### src/rtl/noc_pkg.sv
// Shared types and helpers for the NoC plane scheduling logic.
package noc_pkg;

  typedef enum logic [1:0] {
    IDLE  = 2'd0,
    GRANT = 2'd1,
    GUARD = 2'd2
  } sched_state_e;

  localparam int MAX_VC = 32;

  // First set bit of req[n-1:0] scanning cyclically from ptr+1; ptr itself is
  // visited last. Returns -1 when nothing is requesting.
  function automatic int rr_first(input logic [MAX_VC-1:0] req, input int n, input int ptr);
    int best;
    int best_d;
    int d;
    best   = -1;
    best_d = MAX_VC + 1;
    for (int i = 0; i < MAX_VC; i++) begin
      if (i < n && req[i]) begin
        d = (i > ptr) ? (i - ptr) : (i - ptr + n);
        if (d < best_d) begin
          best_d = d;
          best   = i;
        end
      end
    end
    return best;
  endfunction

endpackage

### src/rtl/vc_plane_scheduler_rr_pick.sv
// Combinational round-robin picker: request vector plus pointer give a one-hot
// grant and its binary index.
module rr_pick
  import noc_pkg::*;
#(
  parameter int VC    = 4,
  parameter int IDX_W = (VC > 1) ? $clog2(VC) : 1
) (
  input  logic [VC-1:0]    req,
  input  logic [IDX_W-1:0] ptr,
  output logic [VC-1:0]    gnt,
  output logic [IDX_W-1:0] idx,
  output logic             any
);

  logic [MAX_VC-1:0] req_w;
  int                win;

  always_comb begin
    req_w          = '0;
    req_w[VC-1:0]  = req;
    win            = rr_first(req_w, VC, int'(ptr));
    any            = (win >= 0);
    gnt            = '0;
    idx            = '0;
    for (int i = 0; i < VC; i++) begin
      gnt[i] = (win == i);
    end
    if (win >= 0) begin
      idx = IDX_W'(win);
    end
  end

endmodule

### src/rtl/vc_plane_scheduler.sv
// Time-slot scheduler granting the shared switch/output bus to one VC plane
// at a time: demand-aware round robin with quantum, hold cap and guard gap.
module vc_plane_scheduler
  import noc_pkg::*;
#(
  parameter int VC           = 4,
  parameter int QUANTUM      = 8,
  parameter int HOLD_LIMIT   = 32,
  parameter int GUARD_CYCLES = 1,
  parameter int CNT_W        = $clog2(HOLD_LIMIT + 1),
  parameter int IDX_W        = (VC > 1) ? $clog2(VC) : 1
) (
  input  logic             clk,
  input  logic             rst,
  input  logic [VC-1:0]    plane_req,
  input  logic [VC-1:0]    plane_hold,
  output logic [VC-1:0]    vc_sel,
  output logic             vc_sel_valid,
  output logic [IDX_W-1:0] vc_sel_idx,
  output logic             preempt_pulse
);

  sched_state_e     state_q, state_d;
  logic [IDX_W-1:0] rr_ptr_q, rr_ptr_d;
  logic [CNT_W-1:0] slot_cnt_q, slot_cnt_d;
  logic [2:0]       guard_cnt_q, guard_cnt_d;
  logic [VC-1:0]    sel_q, sel_d;
  logic [IDX_W-1:0] idx_q, idx_d;
  logic             valid_q, valid_d;
  logic             preempt_q, preempt_d;

  logic [VC-1:0]    gnt_all, gnt_excl;
  logic [IDX_W-1:0] idx_all, idx_excl;
  logic             any_all, any_excl;
  logic             g_req, g_hold, others, quantum_up, end_grant;

  rr_pick #(.VC(VC), .IDX_W(IDX_W)) u_pick_all (
    .req(plane_req), .ptr(rr_ptr_q), .gnt(gnt_all), .idx(idx_all), .any(any_all)
  );

  // In GRANT sel_q is the granted plane, so masking with it excludes g.
  rr_pick #(.VC(VC), .IDX_W(IDX_W)) u_pick_excl (
    .req(plane_req & ~sel_q), .ptr(rr_ptr_q), .gnt(gnt_excl), .idx(idx_excl), .any(any_excl)
  );

  always_comb begin
    state_d     = state_q;
    rr_ptr_d    = rr_ptr_q;
    slot_cnt_d  = slot_cnt_q;
    guard_cnt_d = guard_cnt_q;
    sel_d       = sel_q;
    idx_d       = idx_q;
    preempt_d   = 1'b0;
    end_grant   = 1'b0;
    g_req       = |(plane_req & sel_q);
    g_hold      = |(plane_hold & sel_q);
    others      = |(plane_req & ~sel_q);
    quantum_up  = (slot_cnt_q >= CNT_W'(QUANTUM - 1));

    unique case (state_q)
      IDLE: begin
        if (any_all) begin
          state_d    = GRANT;
          rr_ptr_d   = idx_all;
          slot_cnt_d = '0;
          sel_d      = gnt_all;
          idx_d      = idx_all;
        end
      end
      GRANT: begin
        if (!g_req && !g_hold) begin
          end_grant = 1'b1;
        end else if (quantum_up && others && !g_hold) begin
          end_grant = 1'b1;
        end else if (slot_cnt_q == CNT_W'(HOLD_LIMIT - 1) && others) begin
          end_grant = 1'b1;
          preempt_d = 1'b1;
        end else if (quantum_up && !others) begin
          slot_cnt_d = '0;
        end else if (slot_cnt_q != CNT_W'(HOLD_LIMIT)) begin
          slot_cnt_d = slot_cnt_q + 1'b1;
        end

        if (end_grant) begin
          slot_cnt_d = '0;
          if (GUARD_CYCLES > 0) begin
            state_d     = GUARD;
            guard_cnt_d = '0;
            sel_d       = '0;
            idx_d       = '0;
          end else if (any_excl) begin
            rr_ptr_d = idx_excl;
            sel_d    = gnt_excl;
            idx_d    = idx_excl;
          end else begin
            state_d = IDLE;
            sel_d   = '0;
            idx_d   = '0;
          end
        end
      end
      GUARD: begin
        if (int'(guard_cnt_q) >= GUARD_CYCLES - 1) begin
          if (any_all) begin
            state_d    = GRANT;
            rr_ptr_d   = idx_all;
            slot_cnt_d = '0;
            sel_d      = gnt_all;
            idx_d      = idx_all;
          end else begin
            state_d = IDLE;
          end
        end else begin
          guard_cnt_d = guard_cnt_q + 3'd1;
        end
      end
      default: state_d = IDLE;
    endcase
    valid_d = |sel_d;
  end

  always_ff @(posedge clk) begin
    if (!rst) begin
      state_q     <= IDLE;
      rr_ptr_q    <= IDX_W'(VC - 1);
      slot_cnt_q  <= '0;
      guard_cnt_q <= '0;
      sel_q       <= '0;
      idx_q       <= '0;
      valid_q     <= 1'b0;
      preempt_q   <= 1'b0;
    end else begin
      state_q     <= state_d;
      rr_ptr_q    <= rr_ptr_d;
      slot_cnt_q  <= slot_cnt_d;
      guard_cnt_q <= guard_cnt_d;
      sel_q       <= sel_d;
      idx_q       <= idx_d;
      valid_q     <= valid_d;
      preempt_q   <= preempt_d;
    end
  end

  assign vc_sel        = sel_q;
  assign vc_sel_valid  = valid_q;
  assign vc_sel_idx    = idx_q;
  assign preempt_pulse = preempt_q;

endmodule
### config.mk
export PLATFORM = sky130hd
export DESIGN_NAME = vc_plane_scheduler
export DESIGN_NICKNAME = d
export VERILOG_FILES = /design/src/rtl/noc_pkg.sv /design/src/rtl/vc_plane_scheduler_rr_pick.sv /design/src/rtl/vc_plane_scheduler.sv
export SDC_FILE = /design/constraint.sdc
export NUM_CORES = 1
export LEC_CHECK = 0
export ABC_AREA = 1
export BUFFER_PORTS_ARGS = -buffer_cell sky130_fd_sc_hd__buf_2
export CAP_MARGIN = 20
export CORE_ASPECT_RATIO = 0.7
export CORE_MARGIN = 8
export CORE_UTILIZATION = 30
export CTS_BUF_LIST = sky130_fd_sc_hd__clkbuf_8
export DETAILED_ROUTE_END_ITERATION = 10
export GPL_TIMING_DRIVEN = 0
export PLACE_DENSITY = 0.52
export RECOVER_POWER = 25
export SLEW_MARGIN = 20
export SYNTH_ARGS = -nofsm -noshare
export SYNTH_HDL_FRONTEND = slang
export SYNTH_HIERARCHICAL = 1
export SYNTH_SLANG_ARGS = --single-unit
### constraint.sdc
create_clock -name clk -period 4.2 [get_ports clk]
set_input_delay 0.63 -clock clk [delete_from_list [all_inputs] [get_ports clk]]
set_output_delay 0.63 -clock clk [all_outputs]
set_load 0.01 [all_outputs]
### Word level (Yosys, flattened, before mapping)

Index checks and enable logic that the tools add are counted.

* magnitude comparators: 9
* $add $sub $neg: 9
* bitwise gates (word level): 6
* multiplexer cells: 39
* reduce and logical (&&, ||, !) cells: 21
* eq/ne operators: 14

Operators by type and width (number)
* $mux W32: 17
* $add A32 B4 Y32 const B: 4
* $lt A32 B32 Y1: 3
* $eq A32 B3 Y1 const B: 2
* $mux W6: 7
* $eq A32 B2 Y1 const B: 1
* $ge A32 B1 Y1 const B: 1
* $logic_not A32 Y1: 1
* $lt A32 B7 Y1 const B: 1
* $reduce_or A4 Y1: 5
* $and A4 B4 Y4: 3
* $pmux W6 S2: 1
* $ne A3 B3 Y1 const B: 3
* $mux W2: 4
* $mux W4: 2
* $pmux W4 S2: 1
* $add A6 B1 Y6 const B: 1
* $eq A6 B5 Y1 const B: 1
* $ge A6 B3 Y1 const B: 1
* $ne A6 B6 Y1 const B: 1
* $pmux W2 S3: 1
* $reduce_and A6 Y1: 1
* $sub A1 B2 Y3 const A: 2
* $sub A2 B2 Y3 const A: 2
* other kinds (18): 32

* input bits: 10
* bits in registers: 18
* word-level logic and storage cells: 105
* output and inout port bits: 8

### Logic depth before layout (Yosys ltp)

* depth after elaboration: 18
* gate-level depth with buffers: 40
* mapped depth without buffers: 39

### Cells and area by module

The synthesis kept the hierarchy.

By module, submodules not included
* vc_plane_scheduler: seq. area each 360.3 µm², instances 1, area an instance 1059.8 µm², cells each 157
* rr_pick: seq. area each 0.0 µm², instances 1, area an instance 503.0 µm², cells each 90

### Least setup slack after synthesis

Ideal clock, no wire load.

* path kind: register to register
* start point: register rr_ptr_q[1]
* end point: register slot_cnt_q[2]
* clock period less this slack: 4.027 ns
* setup slack: 0.173 ns
* arrival: 3.911 ns
* cell stages (with the launch flop): 40
* cell sequence: dfxtp_1 -> inv_1 -> ha_1 -> nand2_1 -> nand2_1 -> nand2_1 -> nand2_1 -> nand2_1 -> inv_1 -> o21ai_0 -> inv_1 -> ha_1 -> inv_1 -> nor2_1 -> nand2_1 -> nand2_1 -> nand2_1 -> nand2_1 -> (+4 left out) -> o21ai_0 -> ha_1 -> nand2_1 -> nand2_1 -> nand2_1 -> nand2_1 -> nand2_1 -> nand2_2 -> nand2_1 -> clkinv_1 -> nor2_1 -> inv_1 -> nand2_1 -> nand2_1 -> nand2_8 -> inv_2 -> nor2_1 -> nor2_1

* longest elaborated chain between the ends: 17

Ends and longest elaborated chain
* start, declared: RTL line vc_plane_scheduler.sv:24 `logic [IDX_W-1:0] rr_ptr_q, rr_ptr_d;`
* start signal, assigned: RTL line vc_plane_scheduler.sv:125 `rr_ptr_q <= IDX_W'(VC - 1);`
* start signal, assigned: RTL line vc_plane_scheduler.sv:134 `rr_ptr_q <= rr_ptr_d;`
* $sub A1 B2 Y3
* $add A32 B4 Y32
* $lt A32 B7 Y1
* $mux W32: RTL line noc_pkg.sv:23 `if (d < best_d) begin`
* $mux W32: RTL line noc_pkg.sv:21 `if (i < n && req[i]) begin`
* $lt A32 B32 Y1: RTL line noc_pkg.sv:23
* $mux W32: RTL line noc_pkg.sv:23
* $mux W32: RTL line noc_pkg.sv:21
* (+2 left out)
* $mux W32: RTL line noc_pkg.sv:21
* $lt A32 B32 Y1: RTL line noc_pkg.sv:23
* $mux W32: RTL line noc_pkg.sv:23
* $mux W32 (*): RTL line noc_pkg.sv:21
* $ge A32 B1 Y1 (*): RTL line vc_plane_scheduler_rr_pick.sv:23 `any = (win >= 0);`
* named net any_all: RTL line vc_plane_scheduler.sv:34 `logic any_all, any_excl;`
* $ne A2 B1 Y1 (no source line) (*)
* $reduce_and A6 Y1 (no source line) (*)
* end signal, assigned: RTL line vc_plane_scheduler.sv:135 `slot_cnt_q <= slot_cnt_d;`
* end, declared: RTL line vc_plane_scheduler.sv:25 `logic [CNT_W-1:0] slot_cnt_q, slot_cnt_d;`

The timed path passes the listed nets; every way through them passes the cells marked *.
A chain may end at the register's enable or synchronous reset.

### Final worst setup path

* start point: register rr_ptr_q[0]
* end point: register slot_cnt_q[2]

Same word-level chain as after synthesis.

==> impl_metrics.toml <==
[critical_path]
cp_slowest_cell = "dfxtp_4"
required_ns = 4.35
crit_path_frequent_cell = "nand2_1"
critical_path_class = "reg2reg"
path_max_fanout = 10
startpoint_type = "flip-flop"
slowest_delay_ns = 0.38
worstRegToRegCells = 39
endpoint_kind = "flip-flop"
cp.arrival_ns = 3.99
ff2ff_setup_slack_ns = 0.36
r2r_end = "slot_cnt_q[2]$_SDFFE_PN0P_"
reg2reg_from = "rr_ptr_q[0]$_SDFFE_PN1P_"

[detailed_routing]
via_per_inst = 4.35
remaining_drc_errors = 0
ant_nets = 0
drt-initial-drc-count = 65
routedWlPerCell_um = 10.7
first_pass_iters = 4
totalWireLength_mm = 3.68
num_vias = 1500

[status]
outcome = "finished clean"

[clocking]
holdBufCountCts = 0
cts_max_path_buffers = 2
cts_tree = "yes"
path_clk_slew_ns = 0.07
clk_root_buffer_cell = "clkbuf_8"
numCtsBuffers = 3
cts.sinks = 18
clkLatencyLatePin_ns = 0.25
h-tree-depth = 1

[floorplanning]
die_area_sq_um = 7810
ios = 18
die_y_um = 76.4
core_area_sq_um = 5120
die_w_um = 102
start_util_pct = 30.5
rows = 22

[synth]
syn_area_sq_um = 1560
ys_async_sr_fraction_pct = 0
postSynthAreaPerCell_sq_um = 6.33
synth-edff-count = 0
synth-warning-count = 6
synthFlopType = "dfxtp_1"
seq_area_frac_synth_pct = 23.1
synth_cell_types = 29
syn-num-nets = 273
syn_inst = 247
synth-seq-cells = 18

[placement]
portBuffers = 16
hpwl_mm = 2.84
gp_congestion = 0.736
postPlaceCellArea_sq_um = 1730

[finish]
diodes = 0
layout-drive-gt1-share_pct = 26.7
post-route-cell-area_sq_um = 1910
area_growth_pct = 22.3
fin_nets = 300
nFillCells = 594

[timing]
hold_violations = 0
final_max_slew_viol_count = 0
whs_ns = 0.475
fin_crit_sh_pct = 91.4
post-route-min-period_ns = 3.84
finalSetupViolations = 0
fmax_mhz = 261
fin_skew_ns = 0.00349
slew_headroom_pct = 78.2
worstMarginPinSlew_ns = 0.327

[pwr]
power.density_nw_per_um2 = 723
ir_worst_vdd_mv = 0.183
p_leak_nw = 0.949

[worst_hold_path]
hold_depth = 2
hold_end = "vc_sel_idx[1]$_SDFFE_PN0P_"
hold_class = "reg2reg"
hp-start = "vc_sel_idx[1]$_SDFFE_PN0P_"

[grt]
grt_use_total_pct = 9.71
grt_pass1_vias = 1339
grt_pass1_wl_mm = 6.21
antenna_found_initial = 0
grt_max_degree = 11
overflow = 0

[run]
maxCapViolations = 0
worst max-delay path, delay by kind of cell (launching register included):
kind	cells	cell delay, ns
buffers and inverters	8	0.69
AND/OR/NAND/NOR	26	1.74
flip-flops	1	0.38
adder cells (fa/ha/maj)	3	0.67
AO/OA/AOI/OAI	2	0.23
worst max-delay path by stage:
stage                                       to  slack (ns)  cells past startpoint                     start
finish              slot_cnt_q[2]$_SDFFE_PN0P_        0.36                     39  rr_ptr_q[0]$_SDFFE_PN1P_
global route        slot_cnt_q[2]$_SDFFE_PN0P_       -0.03                     40  rr_ptr_q[1]$_SDFFE_PN1P_
CTS                 slot_cnt_q[2]$_SDFFE_PN0P_        0.01                     39  rr_ptr_q[1]$_SDFFE_PN1P_
detailed placement  slot_cnt_q[2]$_SDFFE_PN0P_       -0.55                     38  rr_ptr_q[1]$_SDFFE_PN1P_
global placement    slot_cnt_q[2]$_SDFFE_PN0P_       -0.57                     38  rr_ptr_q[1]$_SDFFE_PN1P_
floorplan           slot_cnt_q[2]$_SDFFE_PN0P_        0.17                     39  rr_ptr_q[1]$_SDFFE_PN1P_
kinds of logic after synthesis:
group / count (synthesis) / share of synthesized area, %
simple gates: 132 / 40.0
compound gates: 32 / 11.4
buf+inv: 48 / 12.3
flops: 18 / 23.1
fa+ha+maj: 16 / 12.8
xor+xnor: 1 / 0.561
per-stage QoR:
stage	TNS, ns	power (W)	worst slack (ns)	instances	util, %
floorplan	0	0.000950	0.173	247	-
global placement	-4.82	0.00113	-0.573	335	33.8
detailed placement	-4.27	0.00113	-0.549	335	33.8
CTS	0	0.00130	0.0141	339	35.2
global route	-0.0481	0.00157	-0.0265	345	37.3
finish	0	0.00138	0.362	345	37.3
cells in the final DEF (no fill, tap or decap), types with 2 or more instances in the layout:
master,n
nand2_1,53
inv_1,31
nor2_1,29
dfxtp_1,16
nand2_2,14
nand3_1,14
ha_1,14
a21oi_1,13
buf_2,12
o21ai_0,8
inv_2,7
nand2_4,6
clkbuf_1,6
buf_4,6
a211oi_1,4
clkbuf_8,4
clkinv_2,3
nand3_2,3
nor2_2,3
inv_4,3
o21ai_1,3
nor3_1,3
a21oi_2,3
dfxtp_4,2
per-layer routing:
metal  global-route usage (%)  share of wire [%]  vias to the layer above
met3                     3.10                6.6                        2
li1                         -                  -                      832
met5                        0                  0                        -
met2                     12.6                 37                       34
met1                     14.7                 55                      632
met4                     2.19               0.60                        0
synth_stat cells (4+ instances only):
master	number	area, sq um
nand2_1	60	225
inv_1	35	131
nor2_1	31	116
dfxtp_1	18	360
ha_1	16	200
a21oi_1	14	70.1
nand3_1	14	70.1
nand2_2	11	68.8
o21ai_0	9	45.0
inv_2	5	18.8
a211oi_1	4	30.0
final cells by class:
type,count,area [sq um],area share [%]
repair buffers,21,110,5.76
multi-input cells,181,1080,56.6
inverters,45,184,9.63
repair inverters,1,5.00,0.262
flip-flops and latches,18,368,19.3
plain buffers,3,17.5,0.917
clock buffers,4,55.1,2.88
well taps,72,90.1,4.72
power by group:
part | switching (W) | internal, W
Sequential | 0.0000624 | 0.000230
Clock | 0.0000585 | 0.0000833
Combinational | 0.000591 | 0.000356
what timing repair did:
item | 4_1_cts | 5_1_grt
pin swaps | 0 | 1
setup buffers | 0 | 5
endpoints found under the setup margin | 16 | 13
gates cloned | 0 | 1
resized for setup | 12 | 21
sequential cells by signal, summed over array words and instances (netlist names):
name	cells
vc_sel	4
slot_cnt_q	6
vc_sel_idx	2
state_q	2
rr_ptr_q	2
preempt_pulse	1
vc_sel_valid	1
Note: power is estimated with default switching activity, not from simulation.
